<file path="config.mk">
export PLATFORM = sky130hd
export DESIGN_NAME = hit_judge
export DESIGN_NICKNAME = d
export VERILOG_FILES = /design/src/rtl/judge_pkg.sv /design/src/rtl/judge_lane.sv /design/src/rtl/hit_judge.sv
export SDC_FILE = /design/constraint.sdc
export NUM_CORES = 1
export LEC_CHECK = 0
export ABC_AREA = 1
export ABC_CLOCK_PERIOD_IN_PS = 1250
export BUFFER_PORTS_ARGS = -buffer_cell sky130_fd_sc_hd__buf_2
export CAP_MARGIN = 25
export CORE_ASPECT_RATIO = 0.6
export CORE_MARGIN = 2
export CORE_UTILIZATION = 39
export DETAILED_ROUTE_END_ITERATION = 6
export GPL_ROUTABILITY_DRIVEN = 0
export GPL_TIMING_DRIVEN = 0
export SETUP_SLACK_MARGIN = 0.15
export SYNTH_ARGS = -nofsm -noshare
export SYNTH_HDL_FRONTEND = slang
export SYNTH_SLANG_ARGS = --single-unit
</file>
<file path="constraint.sdc">
create_clock -name Clk -period 1.25 [get_ports Clk]
set_clock_uncertainty 0.05 [all_clocks]
set_input_delay 0.1875 -clock Clk [delete_from_list [all_inputs] [get_ports Clk]]
set_output_delay 0.1875 -clock Clk [all_outputs]
set_load 0.05 [all_outputs]
</file>
<file path="src/rtl/judge_pkg.sv">
// Shared types and constants for the hit/miss judging block.
// Lane state encoding, lane count and the default window length live here.
package judge_pkg;

    typedef enum logic {
        IDLE = 1'b0,
        OPEN = 1'b1
    } lane_state_t;

    localparam int NUM_LANES      = 4;
    localparam int WIN_FRAMES_DEF = 6;

    // Bits needed to hold a window count of 0..n.
    function automatic int win_width(input int n);
        int w;
        w = $clog2(n + 1);
        return (w < 1) ? 1 : w;
    endfunction

endpackage

</file>
<file path="src/rtl/judge_lane.sv">
// One judging lane: key synchronizer and press detect, IDLE/OPEN window FSM,
// and the saturating per-frame hit/miss accumulators with their output registers.
module judge_lane
    import judge_pkg::*;
#(
    parameter int WIN_FRAMES     = WIN_FRAMES_DEF,
    parameter bit PENALIZE_STRAY = 1'b1,
    parameter int CNT_W          = 4
) (
    input  logic             clk_i,
    input  logic             rst_ni,
    input  logic             frame_edge_i,
    input  logic             game_active_i,
    input  logic             note_due_i,
    input  logic             key_i,
    output logic [CNT_W-1:0] hit_o,
    output logic [CNT_W-1:0] miss_o,
    output lane_state_t      state_o
);

    localparam int              WIN_W    = win_width(WIN_FRAMES);
    localparam logic [WIN_W-1:0] WIN_LOAD = WIN_W'(WIN_FRAMES);
    localparam logic [WIN_W-1:0] WIN_ONE  = WIN_W'(1);

    logic key_s1_q, key_s2_q, key_prev_q;
    logic press;
    logic note_ok, press_ok;

    lane_state_t      state_q, state_d;
    logic [WIN_W-1:0] win_q, win_d;
    logic             hit_ev, miss_ev;

    logic [CNT_W-1:0] hit_acc_q, hit_acc_d;
    logic [CNT_W-1:0] miss_acc_q, miss_acc_d;
    logic [CNT_W-1:0] hit_q, hit_d;
    logic [CNT_W-1:0] miss_q, miss_d;

    function automatic logic [CNT_W-1:0] sat_inc(input logic [CNT_W-1:0] v, input logic inc);
        if (inc && (v != {CNT_W{1'b1}})) begin
            return v + CNT_W'(1);
        end
        return v;
    endfunction

    // Key levels are fully asynchronous; two flops before the edge detect.
    always_ff @(posedge clk_i or negedge rst_ni) begin
        if (!rst_ni) begin
            key_s1_q   <= 1'b0;
            key_s2_q   <= 1'b0;
            key_prev_q <= 1'b0;
        end else begin
            key_s1_q   <= key_i;
            key_s2_q   <= key_s1_q;
            key_prev_q <= key_s2_q;
        end
    end

    assign press    = key_s2_q & ~key_prev_q;
    assign note_ok  = note_due_i & game_active_i;
    assign press_ok = press & game_active_i;

    always_comb begin
        state_d = state_q;
        win_d   = win_q;
        hit_ev  = 1'b0;
        miss_ev = 1'b0;
        if (!game_active_i) begin
            state_d = IDLE;
            win_d   = '0;
        end else begin
            case (state_q)
                IDLE: begin
                    if (press_ok && PENALIZE_STRAY) begin
                        miss_ev = 1'b1;
                    end
                    if (note_ok) begin
                        state_d = OPEN;
                        win_d   = WIN_LOAD;
                    end
                end
                OPEN: begin
                    // A press always closes the current window as a hit, even on its expiring edge.
                    if (press_ok) begin
                        hit_ev = 1'b1;
                        if (note_ok) begin
                            win_d = WIN_LOAD;
                        end else begin
                            state_d = IDLE;
                            win_d   = '0;
                        end
                    end else if (note_ok) begin
                        miss_ev = 1'b1;
                        win_d   = WIN_LOAD;
                    end else if (frame_edge_i) begin
                        if (win_q <= WIN_ONE) begin
                            miss_ev = 1'b1;
                            state_d = IDLE;
                            win_d   = '0;
                        end else begin
                            win_d = win_q - WIN_ONE;
                        end
                    end
                end
                default: begin
                    state_d = IDLE;
                    win_d   = '0;
                end
            endcase
        end
    end

    // On a frame edge the finished frame moves to the outputs and the accumulator
    // restarts with whatever was recorded in that same cycle.
    always_comb begin
        hit_d      = hit_q;
        miss_d     = miss_q;
        hit_acc_d  = sat_inc(hit_acc_q, hit_ev);
        miss_acc_d = sat_inc(miss_acc_q, miss_ev);
        if (frame_edge_i) begin
            hit_d      = hit_acc_q;
            miss_d     = miss_acc_q;
            hit_acc_d  = CNT_W'(hit_ev);
            miss_acc_d = CNT_W'(miss_ev);
        end
    end

    always_ff @(posedge clk_i or negedge rst_ni) begin
        if (!rst_ni) begin
            state_q    <= IDLE;
            win_q      <= '0;
            hit_acc_q  <= '0;
            miss_acc_q <= '0;
            hit_q      <= '0;
            miss_q     <= '0;
        end else begin
            state_q    <= state_d;
            win_q      <= win_d;
            hit_acc_q  <= hit_acc_d;
            miss_acc_q <= miss_acc_d;
            hit_q      <= hit_d;
            miss_q     <= miss_d;
        end
    end

    assign hit_o   = hit_q;
    assign miss_o  = miss_q;
    assign state_o = state_q;

endmodule

</file>
<file path="src/rtl/hit_judge.sv">
// Four-lane hit/miss judge: frame boundary detect shared by all lanes,
// per-lane judging, and fan-out of the per-frame counts to flat ports.
module hit_judge
    import judge_pkg::*;
#(
    parameter int WIN_FRAMES     = WIN_FRAMES_DEF,
    parameter bit PENALIZE_STRAY = 1'b1,
    parameter int CNT_W          = 4
) (
    input  logic                 Clk,
    input  logic                 reset_n,
    input  logic                 frame_clk,
    input  logic                 game_active,
    input  logic [NUM_LANES-1:0] note_due,
    input  logic [NUM_LANES-1:0] key,
    output logic [CNT_W-1:0]     hit0,
    output logic [CNT_W-1:0]     hit1,
    output logic [CNT_W-1:0]     hit2,
    output logic [CNT_W-1:0]     hit3,
    output logic [CNT_W-1:0]     miss0,
    output logic [CNT_W-1:0]     miss1,
    output logic [CNT_W-1:0]     miss2,
    output logic [CNT_W-1:0]     miss3,
    output logic [NUM_LANES-1:0] lane_open
);

    logic frame_clk_q;
    logic frame_edge;

    logic [CNT_W-1:0] hit_w  [NUM_LANES];
    logic [CNT_W-1:0] miss_w [NUM_LANES];
    lane_state_t      state_w[NUM_LANES];

    // Same single-register edge detect as the score accumulator, so both see one edge cycle.
    always_ff @(posedge Clk or negedge reset_n) begin
        if (!reset_n) begin
            frame_clk_q <= 1'b0;
        end else begin
            frame_clk_q <= frame_clk;
        end
    end

    assign frame_edge = frame_clk & ~frame_clk_q;

    for (genvar i = 0; i < NUM_LANES; i++) begin : g_lane
        judge_lane #(
            .WIN_FRAMES    (WIN_FRAMES),
            .PENALIZE_STRAY(PENALIZE_STRAY),
            .CNT_W         (CNT_W)
        ) u_lane (
            .clk_i        (Clk),
            .rst_ni       (reset_n),
            .frame_edge_i (frame_edge),
            .game_active_i(game_active),
            .note_due_i   (note_due[i]),
            .key_i        (key[i]),
            .hit_o        (hit_w[i]),
            .miss_o       (miss_w[i]),
            .state_o      (state_w[i])
        );

        assign lane_open[i] = (state_w[i] == OPEN);
    end

    assign hit0  = hit_w[0];
    assign hit1  = hit_w[1];
    assign hit2  = hit_w[2];
    assign hit3  = hit_w[3];
    assign miss0 = miss_w[0];
    assign miss1 = miss_w[1];
    assign miss2 = miss_w[2];
    assign miss3 = miss_w[3];

endmodule
</file>
* Word level (Yosys, flattened, before mapping)
Index checks and enable logic that the tools add are counted.
Storage, ports and cells: bits in latches 0, memory bits (read-only) 0, memories kept 0, register bits after elaboration 93, word-level logic and storage cells 239, output and inout bits 36, bits in writable memories 0, input port bits 12
Cells by class: multipliers 0, mux-type cells 128, shifts and indexed selects 0, divide/modulo/power cells 0, bitwise gates (word level) 22, add/subtract/negate cells 12, reduce and logical (&&, ||, !) cells 20, magnitude comparators 4, equal/unequal tests 16
Operators by type and width (count):
- $mux 4 | 24
- $mux 3 | 28
- $mux 1 | 64
- $add 4x1->4 const B | 8
- $ne 4x4->1 const B | 8
- $pmux 3 s2 | 4
- $ne 5x3->1 const B | 4
- $pmux 1 s2 | 8
- $reduce_bool 2->1 | 8
- $and 1x1->1 | 13
- $le 3x1->1 const B | 4
- $ne 3x2->1 const B | 4
- $sub 3x1->3 const B | 4
- $not 1->1 | 9
- $logic_and 1x1->1 | 8
- $reduce_and 2->1 | 4

* Depth between registers and ports, before layout
Gate-level depths: netlist (run 1).
word-level depth 11, depth in mapped cells 12, depth with buffers taken out 12

* Cells and area by module
Synthesis (run 1) repeated with hierarchy kept, for this count alone.
Second synthesis, totals: cells, all modules 553, area total of the unflattened synthesis 4667.0 um2
Modules (own cells, without submodules):
- judge_lane at g_lane[0].u_lane ... | sequential area each 575.6 um2, instances 3, cells each 138, area each 1149.9 um2
- judge_lane at g_lane[3].u_lane | sequential area each 575.6 um2, instances 1, cells each 136, area each 1182.4 um2
- hit_judge | sequential area each 25.0 um2, instances 1, cells each 3, area each 35.0 um2

* Worst setup path after synthesis (run 1)
No wires, ideal clock.
kind register -> register, from reg g_lane[2].u_lane.win_q[0], to reg g_lane[2].u_lane.miss_acc_q[3], buffers on the path 0, stages on the path, launching flop included 12, data arrival time 1.226 ns, period minus slack after synthesis 1.393 ns, required time 1.083 ns, setup time 0.117 ns, path slack -0.143 ns, path through dfrtp_1 -> ha_1 -> inv_1 -> o21ai_0 -> nand3_1 -> nand2_1 -> nand2_1 -> nand2_1 -> nand2_2 -> nand2_1 -> nand2_1 -> nand2_1
Between the ends: word-level cells in the longest chain between the ends 10
RTL lines:
- from (decl) | line judge_lane.sv:30 | logic [WIN_W-1:0] win_q, win_d;
- from (signal assigned) | line judge_lane.sv:137 | win_q <= win_d;
- $le 3x1->1 | line judge_lane.sv:95 | if (win_q <= WIN_ONE) begin
- $mux 1 | line judge_lane.sv:95
- $mux 1 | line judge_lane.sv:94 | end else if (frame_edge_i) begin
- $mux 1 | line judge_lane.sv:91 | end else if (note_ok) begin
- $mux 1 | line judge_lane.sv:83 | if (press_ok) begin
- $pmux 1 s2 | line judge_lane.sv:71 | case (state_q)
- $mux 1 | line judge_lane.sv:67 | if (!game_active_i) begin
- $logic_and 1x1->1 | line judge_lane.sv:39 | if (inc && (v != {CNT_W{1'b1}})) begin
- $mux 1 | line judge_lane.sv:39
- $reduce_bool 2->1 (no source line)
- to (signal assigned) | line judge_lane.sv:139 | miss_acc_q <= miss_acc_d;
- to (decl) | line judge_lane.sv:34 | logic [CNT_W-1:0] miss_acc_q, miss_acc_d;
Every way passes these cells. A chain may end at the register's enable or synchronous reset.

* Final worst setup path (run 1)
from reg frame_clk_q, to reg g_lane[1].u_lane.win_q[0]
Between the ends: word-level cells in the longest chain between the ends 4
RTL lines:
- from (decl) | line hit_judge.sv:27 | logic frame_clk_q;
- from (signal assigned) | line hit_judge.sv:39 | frame_clk_q <= frame_clk;
- $not 1->1 | line hit_judge.sv:43 | assign frame_edge = frame_clk & ~frame_clk_q;
- $and 1x1->1 | line hit_judge.sv:43
- $ne 5x3->1 (no source line)
- $reduce_and 2->1 (no source line)
- to (signal assigned) | line judge_lane.sv:137
- to (decl) | line judge_lane.sv:30
Every way passes these cells.

==> results.txt, run 1 <==
The run finished, with violations left. The checks that failed: negative hold slack, negative setup slack. The share of synthesized area occupied by flip-flops and latches came out at 51.8%. 48 I/O pins were placed. The static leakage came out at 3.27 nW. The number of sinks driven by the clock tree is just over 90. For this run, the leading register cell type out of synthesis is dfrtp_1. The clock period minus final worst setup slack is 1460 ps.

The number of nets in the synthesized netlist came out at between 500 and 600. The post-synthesis register bit count came out at 93. The number of setup violations in the final report came out at 80. In the post-route analysis, the smallest setup slack over all paths is -208 ps. The number of DRC markers in iteration 0 came out at between 200 and 300. The total core area came out at 11300 µm².

The via count of the first global-routing pass was 3886. The worst setup path is captured at a flip-flop. By instance count, the leading cell after synthesis is nand2_1.

The biggest cell delay along the critical path is 390 ps. The final critical path takes up 117% of the cycle. The number of warning messages in the yosys log came out at 0. After detailed placement, the design holds a cell count of 718.

CTS built an H-tree with a depth of 3. Walking the worst path, the cells encountered are nor2_4 > buf_4 > buf_6 > inv_6 > nand2_4 > o22ai_2 > nand2_2 > nand2_4 > o22ai_2. VDD sags by at most 765 µV. The initial antenna violation count came out at 0. The number of diodes added for antenna fixing came out at 0. The routed wire length is 11800 µm. Setup repair after global routing could not meet its margin everywhere. The relative slew slack is 61.4%.

The utilization after layout came out at 58.8%. In this design, the largest share of critical-path delay is due to simple AND/OR/NAND/NOR gates. The later pin in the worst-skew pair is clocked with a latency of about 350 ps. Hold repair after CTS inserted 5 buffers. The routed length on met1 is 5530 µm. The top cell type by area accounts for 51.8% of the synthesized area. Clock-pin slew was measured on the worst setup and hold paths at around 60 ps. Buffers placed on the I/O ports in this run total 47. The final cell count without fillers came out at 795. The count of unresolved DRC violations after routing is 0. The largest net degree at the start of global routing is 53. The wire length on met2 is about 5600 µm. For this block, the via count after detailed routing is 3988.

After legalization and detailed placement, the total HPWL measured about 7400 µm. The count of flip-flops with a built-in enable after synthesis came out at 0. For this run, asynchronously set or reset flops after synthesis account for 100%. STA classifies the critical path startpoint as a flip-flop. The initial core utilization is 39.9%. The timing-limited maximum frequency came out at between 600 and 700 MHz.

The synthesized netlist occupies a cell area of 4490 µm². By startpoint and endpoint, the worst setup path is classified as flip-flop to flip-flop. After detailed routing, the met3 layer carries about 540 µm of wire. The count of buffering cells on the critical path with inverters included came out at 3. After synthesis, the mean cell area works out to 8.54 µm². The completed layout was analyzed and its total power is 9.08 mW.

After detailed routing, the average wire length per cell comes to 14.9 µm. The power per unit of standard cell area came out at 1370 nW/µm². TritonCTS built the clock tree. The die outline area came out at 12400 µm². The minimum setup slack after placement came out at -311 ps.

CTS placed an instance of clkbuf_16 at the clock tree root. The arrival time reported for the critical path endpoint is 1670 ps. The first detailed-routing pass ran for 5 iterations.

The final hold violation count is 41. The wire length of the first global-routing pass came out at 18900 µm. The largest individual stage delay along the critical path comes from the cell dfrtp_1.

The fraction of final layout cells sized beyond drive strength 1 came out at 37.8%. The number of core rows came out at 30. The residual antenna-violating net count after detailed routing came out at 0. Relative to the synthesized area, the layout overhead comes to 47.4%. In this run the worst hold path is classified as primary input to async pin. The fill cell instance count of the final layout is between 900 and 1000. The worst hold slack after final layout came out at -214 ps. At the worst endpoint, the required time is 1460 ps. Routed signal wires occupy layers up through met4. The cell count after synthesis came out at 526. Buffers inserted during clock tree synthesis total 9. The max-slew violation total from the final report is 0. Ranked by instance count, the synthesized netlist is headed by nand2_1 (169), dfrtp_1 (93), inv_1 (44). In the global route stage, overall resource usage came out at 19.7%. Tracing the worst setup path back leads to its startpoint at frame_clk_q. Yosys mapped the design onto 38 distinct sky130hd cell types. The per-cell via count in the routed design is approximately 5. The die is 87.1 µm tall. The startpoint identified for the worst register-to-register timing path is frame_clk_q.

For this run, the post-layout net count is a little under 700. The horizontal die dimension came out at around 140 µm. The slew at the pin closest to its max-slew limit came out at 580 ps. The peak fanout along the critical path is 9. Global routing finished with a remaining overflow of 0.

The largest total area in the synthesized netlist belongs to dfrtp_1. The max capacitance violation total is 0. Ranked by total cell area, the synthesized netlist is headed by dfrtp_1 (52%), nand2_1 (14%), nand3_1 (4.3%), ha_1 (4.2%), inv_1 (3.7%). The maximum buffer depth of the clock tree is 2.
==> stage by stage <==
| step | instance area [µm²] | setup TNS, ps |
|---|---|---|
| 6_report | 6620 | -7520 |
| 5_1_grt | 6620 | -12680 |
| 4_1_cts | 6280 | -4440 |
| 3_5_place_dp | 5060 | -11500 |
| 3_3_place_gp | 5030 | -103700 |
| 2_1_floorplan | 4620 | -1150 |
==> registers in the layout, indices dropped and copies added (netlist names) <==
| name | count |
|---|---|
| g_lane.u_lane.hit_acc_q | 16 |
| g_lane.u_lane.hit_o | 16 |
| g_lane.u_lane.miss_acc_q | 16 |
| g_lane.u_lane.miss_o | 16 |
| g_lane.u_lane.win_q | 12 |
| g_lane.u_lane.key_prev_q | 4 |
| g_lane.u_lane.key_s1_q | 4 |
| g_lane.u_lane.key_s2_q | 4 |
| g_lane.u_lane.state_o | 4 |
| frame_clk_q | 1 |
==> layout make-up <==
cell class                      count  area (µm²)  share of cell area, %
Clock inverter                      1        5.00                 0.0756
Multi-Input combinational cell    366        2370                   35.9
Sequential cell                    93        2330                   35.2
Tap cell                          144         180                   2.72
Inverter                           48         193                   2.91
Clock buffer                       15         268                   4.04
Timing Repair Buffer              109        1010                   15.3
Buffer                             19         258                   3.89
==> kinds of logic after synthesis <==
family / Yosys count / share of synthesized area [%]
flops: 93 / 51.8
buf+inv: 67 / 6.32
simple gates: 270 / 26.9
xor+xnor: 9 / 1.75
compound gates: 72 / 9.08
fa+ha+maj: 15 / 4.18
==> final timing paths <==
path                                              to  slack (ps)  cells past startpoint
min in group Clk            g_lane[0].u_lane.state_o          50                      3
hold / removal             g_lane[2].u_lane.win_q[1]        -210                      1
setup / recovery           g_lane[1].u_lane.win_q[0]        -210                      9
setup reg to reg           g_lane[1].u_lane.win_q[0]        -210                      9
max in group asynchronous  g_lane[1].u_lane.hit_o[2]         690                      2
hold reg to reg            g_lane[3].u_lane.key_s2_q         300                      0
==> power breakdown <==
group / internal, mW / switching, mW
Combinational: 1.14 / 1.58
Sequential: 3.39 / 0.383
Clock: 1.46 / 1.12
Total: 5.99 / 3.09
==> cell usage in the layout (no fill, tap or decap), drive strengths merged, types with 3 or more instances in the layout <==
cell         synthesis  routed
o22ai                6       6
o21ai               40      40
dfrtp               93      93
nand2              176     176
a21oi               16      16
nor2                33      33
o211ai               3       3
clkbuf               8      21
nor3                 8       8
inv                 48      48
ha                  15      15
a31oi                4       4
xor2                 8       8
nand4                8       8
nand3               41      41
buf                 11     117
dlygate4sd3          0       5
==> what timing repair did <==
action,CTS,global route
pin swaps,22,24
gates cloned,0,0
endpoints found under the hold margin,46,41
endpoints found under the setup margin,115,115
resized for setup,160,69
buffers inserted,43,13
==> per-layer routing <==
metal	global-route usage [%]	up-vias
li1	-	1952
met1	27.0	1936
met2	31.4	88
met3	4.84	12
met4	5.76	0
met5	0	-
No activity file was read; power rests on OpenSTA's default activity.
==> inputs of run 2 (changes only) <==
--- a/config.mk
+++ b/config.mk
@@ -6,7 +6,7 @@
 export NUM_CORES = 1
 export LEC_CHECK = 0
 export ABC_AREA = 1
-export ABC_CLOCK_PERIOD_IN_PS = 1250
+export ABC_CLOCK_PERIOD_IN_PS = 1300
 export BUFFER_PORTS_ARGS = -buffer_cell sky130_fd_sc_hd__buf_2
 export CAP_MARGIN = 25
 export CORE_ASPECT_RATIO = 0.6
==> constraint.sdc (replaced) <==
create_clock -name Clk -period 1.3 [get_ports Clk]
set_clock_uncertainty 0.05 [all_clocks]
set_input_delay 0.195 -clock Clk [delete_from_list [all_inputs] [get_ports Clk]]
set_output_delay 0.195 -clock Clk [all_outputs]
set_load 0.05 [all_outputs]
==> run 2 against run 1 <==
  * Combinational power increased by 15%
  * Non-clock buffer count grew 35
  * Clock-buffer cell count shrank 5
  * The flow finishes with violations (negative setup slack)
==> results.txt, run 2 (same netlist as run 1, synthesis figures left out) <==
The flow ran to the end, but the final reports show violations. The checks that failed: negative setup slack. The final cell count without fillers is just over 800. The CTS clock-pin slew for the worst setup and hold paths came out at 70 ps. The worst setup path is launched from a flip-flop.

The CTS buffer count came out at 9. The post-placement cell count is 718. On the critical path, the stage with the largest delay is an instance of dfrtp_1. The kind of cell with the highest combined delay along the critical path is simple AND/OR/NAND/NOR gates. Setup violations remaining at the end of the flow were counted as 78. The number of core rows came out at 30.

The arrival time reported for the critical path endpoint is ~1800 ps. The critical setup path kind is flip-flop to flip-flop. Before CTS, the worst setup slack after placement is -306 ps. The biggest cell delay along the critical path came out at 430 ps. The slew at the pin closest to its max-slew limit came out at ~390 ps. The maximum buffer depth of the clock tree is 2. Clock tree synthesis found a total of 93 sinks.

The relative slew slack came out at 73.8%. The max-slew violation total from the final report came out at 0. The total via count in the routed design is 4392. The count of buffering cells on the critical path with inverters included came out at 1. The chip height is 87.1 µm.

The clock period minus final worst setup slack is around 1500 ps. Walking the worst path, the cells encountered are buf_6 > o21ai_4 > nand3_2 > nand2_2 > nand2_2 > nand2_4 > nand2_8 > nand2_4 > nand2_2 > nand2_1. Setup repair after global routing could not meet its margin everywhere. At the end of the flow the core is filled with cells to 67.5%. The initial core utilization is 39.9%. The number of DRC markers in iteration 0 came out at 271. The routed design has ~15000 µm of wire. The maximum level of the CTS H-tree came out at 3. The first detailed-routing pass ran for 5 iterations. The largest net degree at the start of global routing came out at 70. The total core area is 11300 µm². The final critical path takes up 117% of the cycle. CTS placed an instance of clkbuf_16 at the clock tree root. The worst-case IR drop observed on VDD is between 600 and 700 µV. The detailed placement HPWL came out at 7290 µm. The repair_antennas step left the layout with diodes totalling 0. The area of all sequential standard cells came out at 2330 µm². The final worst-path setup slack came out at -223 ps. The die outline area is 12400 µm².

The multi-input combinational cells in the finished layout cover a total of ~2700 µm². The routed wirelength normalized by instance count came out at 17.8 µm. The timing-limited maximum frequency came out at approximately 660 MHz.

TritonCTS built the clock tree. The fraction of final layout cells sized beyond drive strength 1 came out at 54.4%. In this run the cell area measured after placement is 5040 µm². The count of unresolved DRC violations after routing came out at 0. Once detail routing completed, the nets flagged for antenna violations numbered 0. The initial antenna violation count came out at 0. The peak fanout along the critical path came out at 5. The top-level I/O count came out at 48. The final layout net count is between 700 and 800. In this run the worst hold path is classified as primary input to flip-flop. The via count of the first global-routing pass came out at 3964. Summed over all cells, the static leakage comes to 3.71 nW. The max capacitance violation total came out at 0.

The power per unit of standard cell area is 1240 nW/µm². The final standard cell area without fillers came out at 7600 µm². The wire length of the first global-routing pass came out at 20200 µm. Leaving out fill and tap cells, the most frequent cell in the layout is nand2_1. The number of buffers inserted by port buffering came out at 47.

STA puts the critical path data required time at 1540 ps. The final hold violation count was 0. Compared with the post-synthesis result, the final layout area differs by 69.1%. From left edge to right edge, the die measures about 140 µm. The setup TNS came out at -9820 ps. The most numerous cell type found on the critical path is nand2_2. The worst hold slack after final layout came out at 61.1 ps.

The total routing usage reported by global routing is a little over a fifth. In the layout the commonest cells are nand2_1 (91), dfrtp_1 (90), buf_6 (56), buf_4 (56), nand2_2 (53). The clock insertion delay at the later pin of the skew report came out at 350 ps. The worst setup path is captured at a flip-flop.

The sum of internal, switching and leakage power came out at 9.44 mW. Counting the fill cells in the layout gives 795. The total congestion overflow after global routing is 0. In the routed layout, each cell is associated on average with a via count of 5.29.
==> run 2: cell types whose count changed in the layout (fill, tap and decap cells not counted), moves of 8 or more <==
cell,delta
clkbuf_16,+8
buf_6,+8
buf_4,+8
a21oi_2,+9
o21ai_0,-8
a21oi_1,-9
nand2_1,-59
nand2_2,+40
nand2_4,+19
o21ai_2,+14
buf_8,+9
==> run 2: worst reg2reg max path: stages (launching register included) <==
cell	delay (ps)
dfrtp_1	430
buf_6	150
o21ai_4	150
nand3_2	110
nand2_2	80
nand2_2	60
nand2_4	120
nand2_8	90
nand2_4	100
nand2_2	50
nand2_1	60
==> run 2: path summary, 6_finish.rpt <==
kind | from | end | slack [ps] | depth (start not counted)
worst max-delay path | g_lane[0].u_lane.win_q[0] | g_lane[0].u_lane.miss_acc_q[3] | -220 | 10
worst min-delay path | note_due[0] | g_lane[0].u_lane.state_o | 60 | 3
worst max register to register | g_lane[0].u_lane.win_q[0] | g_lane[0].u_lane.miss_acc_q[3] | -220 | 10
worst min register to register | g_lane[1].u_lane.key_s1_q | g_lane[1].u_lane.key_s2_q | 300 | 0
max in group asynchronous | reset_n | g_lane[2].u_lane.state_o | 340 | 3
min in group asynchronous | reset_n | g_lane[2].u_lane.key_prev_q | 280 | 2
==> run 2: what timing repair did <==
| item | 4_1_cts | 5_1_grt |
|---|---|---|
| cloned | 7 | 5 |
| setup endpoints to repair | 115 | 141 |
| resized for setup | 251 | 138 |
| hold buffers | 6 | 0 |
| pin swaps | 45 | 60 |
| endpoints found under the hold margin | 29 | 0 |
| setup buffers | 50 | 28 |
==> run 2: cell type report <==
class	count	share of cell area, %
Clock buffer	10	3.01
Multi-Input combinational cell	366	36.0
Sequential cell	93	30.7
Tap cell	144	2.37
Timing Repair Buffer	144	20.4
Inverter	48	2.57
Clock inverter	6	0.840
Buffer	19	4.10
==> run 2: metal layers <==
| layer | vias up | routed length, µm | GRT usage (%) |
|---|---|---|---|
| met5 | - | 0 | 0 |
| met1 | 2207 | 6560 | 31.0 |
| met3 | 27 | 883 | 5.22 |
| met4 | 0 | 245 | 4.86 |
| met2 | 127 | 7060 | 32.3 |
| li1 | 2031 | - | - |
==> run 2: power breakdown <==
group	internal [mW]	switching [mW]	leakage (nW)
sequential	3.26	0.397	1.22
combinational	1.39	1.76	2.36
clock	1.49	1.15	0.138
